File: src/rtl/tx_pack_pkg.sv
// Shared helpers for the USB transmit word packer: ratio legality,
// constant clog2 and the lane-order mapping.
package tx_pack_pkg;

  // Status pulses raised by the packer, registered together.
  typedef struct packed {
    logic trunc;
    logic partial;
    logic overflow;
  } pack_events_t;

  // Ceiling log2 usable in constant expressions.
  function automatic int clog2(input int value);
    int result;
    result = 0;
    while ((1 << result) < value) result = result + 1;
    return result;
  endfunction

  // Narrow words per wide word must stay within 2..8.
  function automatic bit ratio_legal(input int ratio);
    return (ratio >= 2) && (ratio <= 8);
  endfunction

  // Width of a counter that runs 0..ratio-1 (never narrower than 1 bit).
  function automatic int lane_bits(input int ratio);
    return (clog2(ratio) < 1) ? 1 : clog2(ratio);
  endfunction

  // Physical lane that the lane-th word of a group lands in.
  function automatic int lane_index(input int lane, input int ratio, input bit msb_first);
    return msb_first ? (ratio - 1 - lane) : lane;
  endfunction

endpackage

File: src/rtl/tx_pack_fifo2.sv
// Two-entry synchronous FIFO with push/pop/full/empty. Generic enough to be
// reused on the receive side.
module tx_pack_fifo2 #(
  parameter int WIDTH = 32
) (
  input  logic             usbclk,
  input  logic             reset,
  input  logic             push,
  input  logic [WIDTH-1:0] push_data,
  input  logic             pop,
  output logic [WIDTH-1:0] head_data,
  output logic             full,
  output logic             empty
);

  logic [WIDTH-1:0] mem [2];
  logic             wr_ptr;
  logic             rd_ptr;
  logic [1:0]       count;
  logic             do_push;
  logic             do_pop;

  // Pop only when something is held; a push into a full FIFO is taken only
  // when the head leaves in the same cycle (the freed slot is the one written).
  always_comb begin
    do_pop    = pop && (count != 2'd0);
    do_push   = push && ((count != 2'd2) || do_pop);
    full      = (count == 2'd2);
    empty     = (count == 2'd0);
    head_data = mem[rd_ptr];
  end

  // Storage, pointers and occupancy.
  always_ff @(posedge usbclk) begin
    if (reset) begin
      mem[0] <= '0;
      mem[1] <= '0;
      wr_ptr <= 1'b0;
      rd_ptr <= 1'b0;
      count  <= 2'd0;
    end else begin
      if (do_push) begin
        mem[wr_ptr] <= push_data;
        wr_ptr      <= ~wr_ptr;
      end
      if (do_pop) rd_ptr <= ~rd_ptr;
      case ({do_push, do_pop})
        2'b10:   count <= count + 2'd1;
        2'b01:   count <= count - 2'd1;
        default: count <= count;
      endcase
    end
  end

endmodule

File: src/rtl/tx_word_packer.sv
// USB transmit packer: registers FX2 writes, truncates over-long bursts,
// gathers RATIO narrow words into one wide word and queues it in a 2-entry
// output buffer. Truncations, partial-word drops and overflows are reported.
//
// Output handshake: a word transfers on any usbclk edge where out_valid and
// out_ready are both high. out_valid is a pure register decode (never a
// function of out_ready) and out_data holds steady while out_valid is high
// and out_ready is low.
module tx_word_packer
  import tx_pack_pkg::*;
#(
  parameter int IN_WIDTH  = 16,
  parameter int RATIO     = 2,
  parameter int OUT_WIDTH = IN_WIDTH * RATIO,
  parameter int BURST_MAX = 256,
  parameter bit MSB_FIRST = 1'b0
) (
  input  logic                 usbclk,
  input  logic                 bus_reset,
  input  logic                 WR_fx2,
  input  logic [IN_WIDTH-1:0]  usbdata,
  output logic [OUT_WIDTH-1:0] out_data,
  output logic                 out_valid,
  input  logic                 out_ready,
  output logic                 trunc_pulse,
  output logic                 partial_pulse,
  output logic                 overflow_pulse,
  output logic [7:0]           overflow_count
);

  localparam int CNT_W  = clog2(BURST_MAX) + 1;
  localparam int LANE_W = lane_bits(RATIO);

  if (!ratio_legal(RATIO)) begin : g_bad_ratio
    $error("tx_word_packer: RATIO must lie within 2..8");
  end

  logic                 wr_q;
  logic [IN_WIDTH-1:0]  data_q;
  logic                 wr_prev;
  logic [CNT_W-1:0]     burst_cnt;
  logic                 trunc_seen;
  logic [LANE_W-1:0]    lane;
  logic [LANE_W-1:0]    lane_idx;
  logic [OUT_WIDTH-1:0] acc;
  logic [OUT_WIDTH-1:0] merged;
  logic                 accept;
  logic                 falling;
  logic                 complete;
  logic                 pop;
  logic                 drop;
  logic                 fifo_full;
  logic                 fifo_empty;
  pack_events_t         events_q;

  // Acceptance, completion and overflow decisions for the registered word.
  always_comb begin
    accept   = wr_q && (burst_cnt < CNT_W'(BURST_MAX));
    falling  = wr_prev && !wr_q;
    complete = accept && (lane == LANE_W'(RATIO - 1));
    lane_idx = LANE_W'(lane_index(int'(lane), RATIO, MSB_FIRST));
    pop      = out_valid && out_ready;
    drop     = complete && fifo_full && !pop;
  end

  // Accumulator image with the incoming word dropped into its lane.
  always_comb begin
    merged = acc;
    merged[int'(lane_idx) * IN_WIDTH +: IN_WIDTH] = data_q;
  end

  // Input registers and the burst limiter.
  always_ff @(posedge usbclk) begin
    if (bus_reset) begin
      wr_q       <= 1'b0;
      data_q     <= '0;
      wr_prev    <= 1'b0;
      burst_cnt  <= '0;
      trunc_seen <= 1'b0;
    end else begin
      wr_q    <= WR_fx2;
      data_q  <= usbdata;
      wr_prev <= wr_q;
      if (!wr_q) begin
        burst_cnt  <= '0;
        trunc_seen <= 1'b0;
      end else if (accept) begin
        burst_cnt <= burst_cnt + CNT_W'(1);
      end else begin
        trunc_seen <= 1'b1;
      end
    end
  end

  // Lane counter and accumulator; only a falling strobe abandons a partial word.
  always_ff @(posedge usbclk) begin
    if (bus_reset) begin
      lane <= '0;
      acc  <= '0;
    end else if (falling && (lane != '0)) begin
      lane <= '0;
    end else if (accept) begin
      acc  <= merged;
      lane <= complete ? '0 : lane + LANE_W'(1);
    end
  end

  // Registered status pulses and the saturating overflow counter.
  always_ff @(posedge usbclk) begin
    if (bus_reset) begin
      events_q       <= '0;
      overflow_count <= 8'd0;
    end else begin
      events_q.trunc    <= wr_q && !accept && !trunc_seen;
      events_q.partial  <= falling && (lane != '0);
      events_q.overflow <= drop;
      if (drop && (overflow_count != 8'hFF)) overflow_count <= overflow_count + 8'd1;
    end
  end

  tx_pack_fifo2 #(
    .WIDTH(OUT_WIDTH)
  ) u_fifo (
    .usbclk   (usbclk),
    .reset    (bus_reset),
    .push     (complete),
    .push_data(merged),
    .pop      (pop),
    .head_data(out_data),
    .full     (fifo_full),
    .empty    (fifo_empty)
  );

  assign out_valid      = !fifo_empty;
  assign trunc_pulse    = events_q.trunc;
  assign partial_pulse  = events_q.partial;
  assign overflow_pulse = events_q.overflow;

endmodule

File: config.mk
export PLATFORM = sky130hd
export DESIGN_NAME = tx_word_packer
export DESIGN_NICKNAME = d
export VERILOG_FILES = /design/src/rtl/tx_pack_pkg.sv /design/src/rtl/tx_pack_fifo2.sv /design/src/rtl/tx_word_packer.sv
export SDC_FILE = /design/constraint.sdc
export NUM_CORES = 1
export LEC_CHECK = 0
export BUFFER_PORTS_ARGS = -buffer_cell sky130_fd_sc_hd__buf_2
export CORE_MARGIN = 4
export CORE_UTILIZATION = 52
export CTS_CLUSTER_DIAMETER = 40
export DETAILED_ROUTE_END_ITERATION = 12
export GPL_TIMING_DRIVEN = 0
export HOLD_SLACK_MARGIN = 0.03
export PLACE_DENSITY_LB_ADDON = 0.15
export SLEW_MARGIN = 20
export SYNTH_ARGS = -nofsm -noshare
export SYNTH_HDL_FRONTEND = slang
export SYNTH_SLANG_ARGS = --single-unit
File: constraint.sdc
create_clock -name usbclk -period 2.58 [get_ports usbclk]
set_clock_uncertainty 0.2 [all_clocks]
set_input_delay 0.129 -clock usbclk [delete_from_list [all_inputs] [get_ports usbclk]]
set_output_delay 0.129 -clock usbclk [all_outputs]
set_load 0.01 [all_outputs]
# Word-level counts from Yosys, hierarchy flattened
# Memory sizes are Yosys's and may differ from the RTL's. A register that Yosys moved wholly into a read port is not among the register bits.
# Index checks and enable logic that the tools add are counted.
[classes] addsub=6 mul=0 div_mod_pow=0 magnitude_cmp=1 n_eq_ne=5 shift=2 muxes=13 n_bitwise=4 n_reduce_logical=25
[op_table] cell="negation 5 -> 33 bit" n=1
[op_table] cell="variable shift 16 x 33 -> 32 bit (first input constant)" n=1
[op_table] cell="variable part select 16 x 33 -> 32 bit" n=1
[op_table] cell="bitwise mux 32 bit" n=1
[op_table] cell="two-way mux 32 bit" n=1
[op_table] cell="OR reduction 32 bit" n=1
[op_table] cell="logical AND 1 bit" n=12
[op_table] cell="two-way mux 1 bit" n=10
[op_table] cell="adder 9 x 1 -> 9 bit (second input constant)" n=1
[op_table] cell="< comparator 9 bit (second input constant)" n=1
[op_table] cell="adder 8 x 1 -> 8 bit (second input constant)" n=1
[op_table] cell="inequality test 8 bit (second input constant)" n=1
[op_table] cell="logical NOT 1 bit" n=5
[op_table] cell="equality test 2 bit (second input constant)" n=2
[op_table] cell="NOT 1 bit" n=4
[op_table] cell="one-hot mux 2 bit (2 select lines)" n=1
[op_table] cell="nonzero test 2 bit" n=2
[op_table] cell="OR reduction 2 bit" n=2
[op_table] cell="adder 2 x 1 -> 2 bit (second input constant)" n=1
[op_table] cell="equality test 2 x 1 -> 1 bit (second input constant)" n=1
[op_table] cell="logical NOT 2 bit" n=1
[op_table] cell="inequality test 2 bit (second input constant)" n=1
[op_table] cell="AND reduction 2 bit" n=1
[op_table] cell="subtractor 2 x 1 -> 2 bit (second input constant)" n=1
[op_table] cell="2 further kinds" n=2
[word_totals] regBits=76 latch_bits=0 mem_bits_rw=64 romBits=0 inputBits=20 out_inout_bits=44 wordCells=71 memories=1
[memory_table] memory="u_fifo.mem" depth=2 word_bits=32 rd=1 rd_clocked_by_memory_dff=1 write_ports=2 line="tx_pack_fifo2.sv:16" text="logic [WIDTH-1:0] mem [2];"

# Logic depth before layout (Yosys ltp)
# Gate-level depths: netlist (run 1).
[logic_depth] word_depth=11 depth_mapped=8 ltp_nobuf=6

# Cells and area by module
# Synthesis (run 1) repeated with hierarchy kept, for this count alone.
[unflattened] cells_unflattened=501 area_unflattened_um2=6043.3
[modules_own_cells] mod="tx_pack_fifo2" n_inst=1 cells_per_inst=203 area_each_um2=3061.7 seq_area_each_um2=2021.9
[modules_own_cells] mod="tx_word_packer" n_inst=1 cells_per_inst=298 area_each_um2=2981.6 seq_area_each_um2=1441.4

# Least setup slack after synthesis (run 1)
# No wires, ideal clock.
[synth_timing] path_type="register to register" startpoint="register burst_cnt[8]" endpoint="memory u_fifo.mem[1][0] (enable)" setup_ps=389 arrival_ps=1853 required_ps=1991 setup_slack_ps=137 path_stages_with_launch=6 n_path_buf=2 period_less_slack_ps=2443 path_cell_list="dfxtp_1 clkbuf_1 and3b_1 clkbuf_1 nand3_1 nand2_1"
[synth_rtl] element="start, declared" line="tx_word_packer.sv:41" text="logic [CNT_W-1:0] burst_cnt;"
[synth_rtl] element="start signal, assigned" line="tx_word_packer.sv:88" text="burst_cnt <= burst_cnt + CNT_W'(1);"
[synth_rtl] element="end, declared" line="tx_pack_fifo2.sv:16"

==> results of run 1 <==
registers in the layout (all words and copies together) (netlist names), named ones only:
register        flops
u_fifo.mem         64
acc                32
data_q             16
burst_cnt           9
overflow_count      8
u_fifo.count        2
lane                1
overflow_pulse      1
partial_pulse       1
trunc_pulse         1
trunc_seen          1
u_fifo.rd_ptr       1
u_fifo.wr_ptr       1
wr_prev             1
wr_q                1
kinds of logic (layout without fill, tap and decap cells):
logic type                 count (synthesis)  after routing  share of synthesized area (%)
AOI/OAI and AO/OA                         78             78                          7.767
xor gates and xnor gates                   6              6                         0.9063
adders and majority gates                  3              3                         0.6473
buffers and inverters                     39            155                          2.956
DFF                                      141            141                          59.72
muxes                                     67             67                          12.28
and+or+nand+nor                          192            192                          15.73
metrics by stage:
| step | TNS [ns] | instances | setup slack (ns) |
|---|---|---|---|
| floorplan | 0 | 526 | 0.1371 |
| global placement | -29.97 | 729 | -0.6500 |
| detailed placement | -0.6229 | 731 | -0.03068 |
| CTS | 0 | 782 | 0.01073 |
| global route | 0 | 782 | 0.05675 |
| finish | 0 | 782 | 0.1763 |
power by group through the flow:
| stage | clock (mW) | combinational (mW) | sequential [mW] |
|---|---|---|---|
| after floorplan | 0 | 0.208 | 2.47 |
| after global placement | 0 | 0.307 | 2.48 |
| after detailed placement | 0 | 0.324 | 2.49 |
| after CTS | 2.46 | 0.349 | 2.44 |
| after global routing | 2.57 | 0.379 | 2.45 |
| final | 2.45 | 0.346 | 2.44 |
per-layer routing:
metal  global-route usage, %  up-vias
met3                   4.828       14
met1                   26.37     2047
met2                   35.34      104
li1                        -     2061
met5                       0        -
met4                   7.372        0
worst max path at each step:
stage / slack (ns) / end / cells past startpoint / start
finish: 0.18 / u_fifo.mem[1][9] / 6 / burst_cnt[8]
global route: 0.06 / u_fifo.mem[1][9] / 6 / burst_cnt[8]
CTS: 0.01 / out_data[25] / 4 / register
detailed placement: -0.03 / u_fifo.mem[1][9] / 6 / burst_cnt[8]
global placement: -0.65 / u_fifo.mem[1][9] / 5 / burst_cnt[8]
floorplan: 0.14 / u_fifo.mem[1][0] / 5 / burst_cnt[8]
area by class of cell:
cell class                      instances  share of cell area [%]
Timing Repair Buffer                   84                   7.825
Sequential cell                       141                   48.35
Inverter                                4                  0.2096
Clock inverter                          7                  0.9607
Clock buffer                           25                   7.668
Multi-Input combinational cell        346                   30.29
Buffer                                 35                   2.253
Tap cell                              140                   2.445
repair_timing:
item	in CTS	in global routing
gates resized for setup	2	2
setup buffers	0	0
hold buffers	19	0
hold endpoints to repair	29	0
pin swaps	0	0
setup endpoints to repair	27	20
worst min-delay path, stage by stage:
cell and delay, ns:
dlygate4sd3_1 0.51, buf_2 0.09, nor2b_1 0.10
cell usage in the layout, fill, tap and decap left out, drive strengths merged, types with 4 or more instances in the layout:
cell,synthesis,final
a21oi,39,39
edfxtp,64,64
nor3b,4,4
mux2i,34,34
nand2,58,58
o21ai,19,19
dlygate4sd3,0,19
buf,18,81
dfxtp,77,77
clkinv,0,4
o21a,4,4
nor2b,18,18
inv,4,4
clkbuf,17,44
mux2,33,33
or4,4,4
nor2,76,76
and3,5,5
==> reports/results.txt, run 1 <==
The run finished with clean final reports. The logs give 6582 um for the routed wire length on met2 and 0.8331 for the final weighted congestion in routability-driven placement. Sequential cells burn 46.6% of the power.

The detailed router put a total of 5499 um of wire on met1. The startpoint identified for the worst register-to-register timing path is burst_cnt[8]. The worst hold path belongs to the class in -> reg. Number of enable flip-flop cells after synthesis: 64. Together, buffers and inverters on the worst path number 3. On the final layout, the worst hold slack is 0.1540 ns. For the maximum achievable frequency, the log shows 0.4160 GHz.

The area share of the largest cell type after synthesis works out to 33.14%. The die covers 12910 um^2. The TritonCTS buffer count is 17, and the final number of setup-violating endpoints is 0. Combinational logic burns 6.6% of the power.

The post-route fraction of the period consumed by the critical path was 93.17%. The logs give 526 for the number of standard cells after synthesis and 3463 um^2 for the register area. Ranked by instance count, the synthesized netlist is headed by dfxtp_1, nor2_1, edfxtp_1. The post-synthesis cell type count was 46; the count of antenna diodes in the layout was 0. For the number of global-route vias before repair, the log shows 4277. For hold timing, the worst endpoint is wr_q.

Summed over all cells, the static leakage comes to 2.639 nW. For the placed cell area, the log shows 6350 um^2. The share of the core filled with cells in the final layout was 65.79%.

The count of input and output buffers works out to 63. Setup repair after global routing left no endpoint under its margin. Number of nets produced by synthesis: 549. The area overhead of the layout relative to synthesis works out to 23.52%.

For the post-synth design cell area, the log shows 5799 um^2. The per-cell routed wire length came out at 16.51 um. Grouping stages by cell kind, the critical path spends the most delay in simple AND/OR/NAND/NOR gates. The detail route stage leaves a number of antenna-violating nets equal to 0.

The logs give 10890 um^2 for the placeable core area and 0 for the initial antenna violation count. TritonCTS built the clock tree. The signal on the critical path passes through clkbuf_1 > and3b_1 > clkbuf_2 > nand3_1 > nand2_2 > buf_16. The switching part of the total power is 21.35%.

After detailed routing, the met3 layer carries 645 um of wire. For the worst setup path, the data required time is 2.60 ns. The routed wire length was 12910 um; the area taken by multi-input logic gates was 2170 um^2. Sorting the synthesized cells by area gives the leading types as edfxtp_1, dfxtp_1, mux2_2. After the first detailed-routing iteration, the DRC count stood at 195. The global route total overflow is 0. Uppermost signal routing layer after detailed routing: met4.

Summing internal, switching and leakage power gives 5.233 mW. In the routed layout, each cell is associated on average with a via count of 5.404. Delay of the slowest cell on the worst path: 0.36 ns. The total global routing track utilization was 20.90%; the post-synthesis average cell area was 11.03 um^2.

STA classifies the critical path endpoint as a register. The internal power consumption came out at 4.116 mW. VDD sags by at most 0.4335 mV.

The flop-to-flop setup slack came out at 0.18 ns. The most frequently used flop master after synthesis was dfxtp_1. Counting instances, the worst hold path has a depth of 3. The run gives 7163 um^2 as the total non-filler cell area in the finished layout. The start point of the worst hold path was WR_fx2. Synthesis inferred 141 register bits. The tools report the global-route wire length before repair as 20970 um. In the synthesized netlist the async set-or-reset flop fraction comes to 0%. Of the cells placed in the final design, the portion with a size suffix greater than 1 is 23.21%. The CTS clock-pin slew for the worst setup and hold paths is 0.06 ns, and the number of inserted filler cells in the final layout is 845. The clock reaches the later pin of the worst-skew pair after 0.52 ns.

In this run the power density over the cells is 730.5 nW/um^2. For the number of remaining DRC errors, the log shows 0. No sink is reached through more buffers than the 2 on the longest clock path. For the pin with the worst max-slew slack, the measured transition is 0.7824 ns.

In this run the vertical extent of the chip is 113.6 um. The cell at the slowest stage of the critical path was and3b_1. Once the floorplan was initialized, standard cells occupied 53.26% of the core. The final period demand of the worst path is 2.404 ns.

The endpoint arrival time on the critical path is 2.43 ns. For the final-report hold violation count, the log shows 0. For the number of clock sinks, the log shows 141.

The maximum fanout along the worst path was 21; the final net count was 652. The wire-length estimate of the detail-placed layout is 8652 um. The net switching component of the power came out at 1.117 mW. The tool flagged a number of max-cap violations equal to 0. CTS placed an instance of clkbuf_8 at the clock tree root.

The H-tree was split into 4 levels. The critical path is of the reg -> reg type. Count of final max-slew check failures: 0. The number of core rows was 38. The iteration count of the initial detailed-routing pass was 4; the sequential-to-total area share from yosys stat was 59.72%. Yosys instantiated no cell more often than dfxtp_1.

The worst setup path is launched from a register. For the I/O pin total, the log shows 64. The endpoint identified for the worst register-to-register timing path is u_fifo.mem[1][9].

The cell type with the largest total area after synthesis was edfxtp_1. Entering global routing, the biggest net connects 22 pins. The die span in x was 113.6 um. Depth of the most critical reg-to-reg path: 6. The clock share of power was 46.8%. Measured against its own limit, the worst slew margin works out to 47.84%.

The routed layout has 4226 vias. The Yosys step of the flow raised 0 warnings.
Note: power is estimated with default switching activity, not from simulation.
==> inputs of run 2 (changes only) <==
- CORE_ASPECT_RATIO: unset -> 0.75
==> run 2 against run 1 <==
  * Wire length up 3.3%
  * Sequential share of layout area hardly changed
  * Register-to-register slack improved by 0.06 ns
  * Sequential cell count is the same
  * First-iteration DRC count is 68% higher
  * Via count up 0.78%
  * Sequential power hardly changed
  * Non-clock buffer count unchanged
  * Clock power up 7%
  * Worst setup slack worse by 0.044 ns
  * Core utilization decreased by 0.087 points
  * Worst hold slack gained 0.096 ns
  * Critical path type is now reg -> out
==> reports/results.txt, run 2 (synthesis results as in run 1) <==
The worst setup path is launched from a register. The logs give 782 (unchanged) for the count of placed standard cells in the final layout, fillers left out and 12920 um^2 (+0.13%) for the area of the die. The flip-flop count of the largest register after layout is 64 (unchanged). The post-route antenna net violation count is 0 (unchanged), and the max-slew headroom at the worst pin is 46.80% (-1.0 points). The maximum fanout along the worst path is 10 (-52%).

The depth of the most critical reg-to-reg path was 7 (+1); the CTS clock-pin slew for the worst setup and hold paths was 0.06 ns (about the same). The largest registers in the layout are u_fifo.mem x64, acc x32, data_q x16. The run gives 0.42 ns (-0.10 ns) as the clock latency at the later pin of the worst-skew pair. Delay of the slowest cell on the worst path: 0.52 ns (+0.16 ns). The smallest setup slack after layout came out at 0.1326 ns (-0.04371 ns). Setup repair after global routing left no endpoint under its margin.

The tools report the number of inserted filler cells in the final layout as 873 (+3.3%). The beginning of the worst register-to-register path is burst_cnt[8]. The critical path goes through clkbuf_1 > buf_1 > mux2_2 > buf_2. The final weighted congestion in routability-driven placement was 0.7777 (-6.6%). For the number of global-route vias before repair, the log shows 4279 (+0.047%).

The worst setup path is captured at an output port. The area overhead of the layout relative to synthesis came out at 23.50% (about the same). The slew at the pin with the worst max-slew slack works out to 0.7979 ns (+0.01556 ns). The startpoint identified for the worst hold timing path is usbdata[9]. The final-report hold violation count is 0 (unchanged), and the maximum clock path buffer count is 2 (unchanged). For the placeable core area, the log shows 10900 um^2 (+0.12%). Grouping stages by cell kind, the critical path spends the most delay in buffers and inverters.

The die span in x was 129.9 um (+14%). The root buffer selected by CTS was clkbuf_16. The logs give 731 (unchanged) for the total instance count after detailed placement and 48.4% (+1.6 points) for the clock share of power. The run gives 141 (unchanged) as the number of clock sinks.

The library cell used most frequently in the layout, excluding fill and tap cells, is dfxtp_1. Final net count: 652 (unchanged). The buffer and inverter count on the worst path was 3 (unchanged).

The tools report the global route total overflow as 0 (unchanged). The proportion of layout cells with a drive suffix above 1 came out at 23.05% (-0.16 points). The count of antenna diodes in the layout came out at 0 (unchanged). The number of core rows came out at 33 (-13%). The run finished with clean final reports.

The run gives 0 (unchanged) as the post-CTS setup buffer count. The I/O pin total came out at 64 (unchanged). On the critical path, the stage with the largest delay is an instance of buf_1. The path class of the tightest hold or removal check is in -> reg. The run gives 0 (unchanged) as the count of maximum capacitance violations. The number of H-tree levels came out at 4 (unchanged). The tools report the leakage power total as 2.631 nW (-0.32%). The register area is 3463 um^2 (unchanged), and the iteration count of the initial detailed-routing pass is 5 (+1). Average vias per placed instance: 5.446 (+0.78%).

For the routed wire length, the log shows 13330 um (+3.3%). The per-cell routed wire length is 17.05 um (+3.3%), and the maximum achievable frequency is 0.4086 GHz (-1.8%). The final number of setup-violating endpoints came out at 0 (unchanged). The logs give 0 (unchanged) for the number of remaining DRC errors and 2170 um^2 (unchanged) for the area taken by multi-input logic gates.

The tools report the largest net degree at the start of global routing as 25 (+14%). The proportion of power drawn by combinational gates was 6.4% (-0.2 points); the net switching component of the power was 1.209 mW (+8.2%). The number of vias in the routed layout is 4259 (+0.78%). The run gives 17 (unchanged) as the TritonCTS buffer count. The post-placement setup slack was 0.04568 ns (+0.07636 ns); the switching part of the total power was 22.40% (+1.0 points). Counting flops per register, the top entry is u_fifo.mem. The internal power consumption was 4.187 mW (+1.7%). The placed wire-length estimate was 9043 um (+4.5%); the endpoint arrival time on the critical path was 2.12 ns (-0.31 ns).

The power density over cell area was 753.4 nW/um^2 (+3.1%). In the layout the commonest cells are dfxtp_1, nor2_1, buf_2. The global-route wire length before repair is 21800 um (+3.9%), and the count of cells along the worst hold path is 3 (unchanged).

The initial antenna violation count was 0 (unchanged). The total global routing track utilization was 21.89% (+0.99 points). The critical path in this run is classified as reg -> out. Required time of the worst setup path: 2.25 ns (-0.35 ns). The post-route fraction of the period consumed by the critical path is 94.86% (+1.7 points), and the logic depth of the worst setup path including buffers is 4 (-2). The share of the core filled with cells in the final layout was 65.70% (-0.087 points). The DRC violation total after the first TritonRoute iteration is 327 (+68%), and the count of input and output buffers is 63 (unchanged). The die extent in y came out at 99.46 um (-12%).

TritonCTS built the clock tree. The final period demand of the worst path is 2.447 ns (+0.04371 ns). The tools report the fraction of power consumed by sequential logic as 45.2% (-1.4 points). The tools report the count of final max-slew check failures as 0 (unchanged). The logs give 0.4463 mV (+3.0%) for the maximum vdd ir drop and 53.20% (-0.061 points) for the effective utilization at floorplan.
==> run 2: per-stage QoR <==
stage | hold WS, ns | cell area [um^2] | power [mW] | TNS, ns
4_1_cts | 0.2413 | 7161 | 5.419 | 0
6_report | 0.2495 | 7162 | 5.396 | 0
2_1_floorplan | 0.05718 | 5799 | 2.681 | 0
5_1_grt | 0.2450 | 7162 | 5.575 | 0
3_3_place_gp | 0.1436 | 6290 | 2.793 | -30.16
3_5_place_dp | 0.1440 | 6335 | 2.810 | 0
==> run 2: worst paths after layout <==
path,slack [ns],to
worst min-delay path,0.25,data_q[9]
worst max register to register,0.24,u_fifo.count[1]
worst min register to register,0.25,acc[20]
worst max-delay path,0.13,out_data[15]
==> run 2: metal layers <==
metal / global-route usage, % / up-vias / part of all wire, %
met1: 29.60 / 2039 / 44
li1: - / 2063 / -
met5: 0 / - / 0
met3: 5.475 / 17 / 6.3
met4: 5.911 / 0 / 1.2
met2: 35.37 / 140 / 48
==> run 2: area by class of cell <==
class / instances / share of cell area [%]
Clock inverter: 15 / 2.935
Timing Repair Buffer: 84 / 7.617
Inverter: 4 / 0.2096
Tap cell: 140 / 2.446
Sequential cell: 141 / 48.36
Clock buffer: 17 / 5.940
Multi-Input combinational cell: 346 / 30.29
Buffer: 35 / 2.201
==> run 2: tightest hold or removal path, stage by stage <==
cell and delay [ns]:
dlygate4sd3_1 0.51, buf_2 0.09, nor2b_1 0.10
==> run 2: timing repair <==
| action | 4_1_cts | 5_1_grt |
|---|---|---|
| gates resized for setup | 0 | 2 |
| hold buffers | 19 | 0 |
| endpoints found under the setup margin | 0 | 25 |
| hold endpoints to repair | 26 | 0 |
==> run 2: power groups by stage <==
| stage | Combinational (mW) | Clock (mW) | Sequential, mW |
|---|---|---|---|
| global route | 0.378 | 2.75 | 2.44 |
| CTS | 0.347 | 2.63 | 2.44 |
| global placement | 0.309 | 0 | 2.48 |
| finish | 0.345 | 2.61 | 2.44 |
| detailed placement | 0.324 | 0 | 2.49 |
| floorplan | 0.208 | 0 | 2.47 |
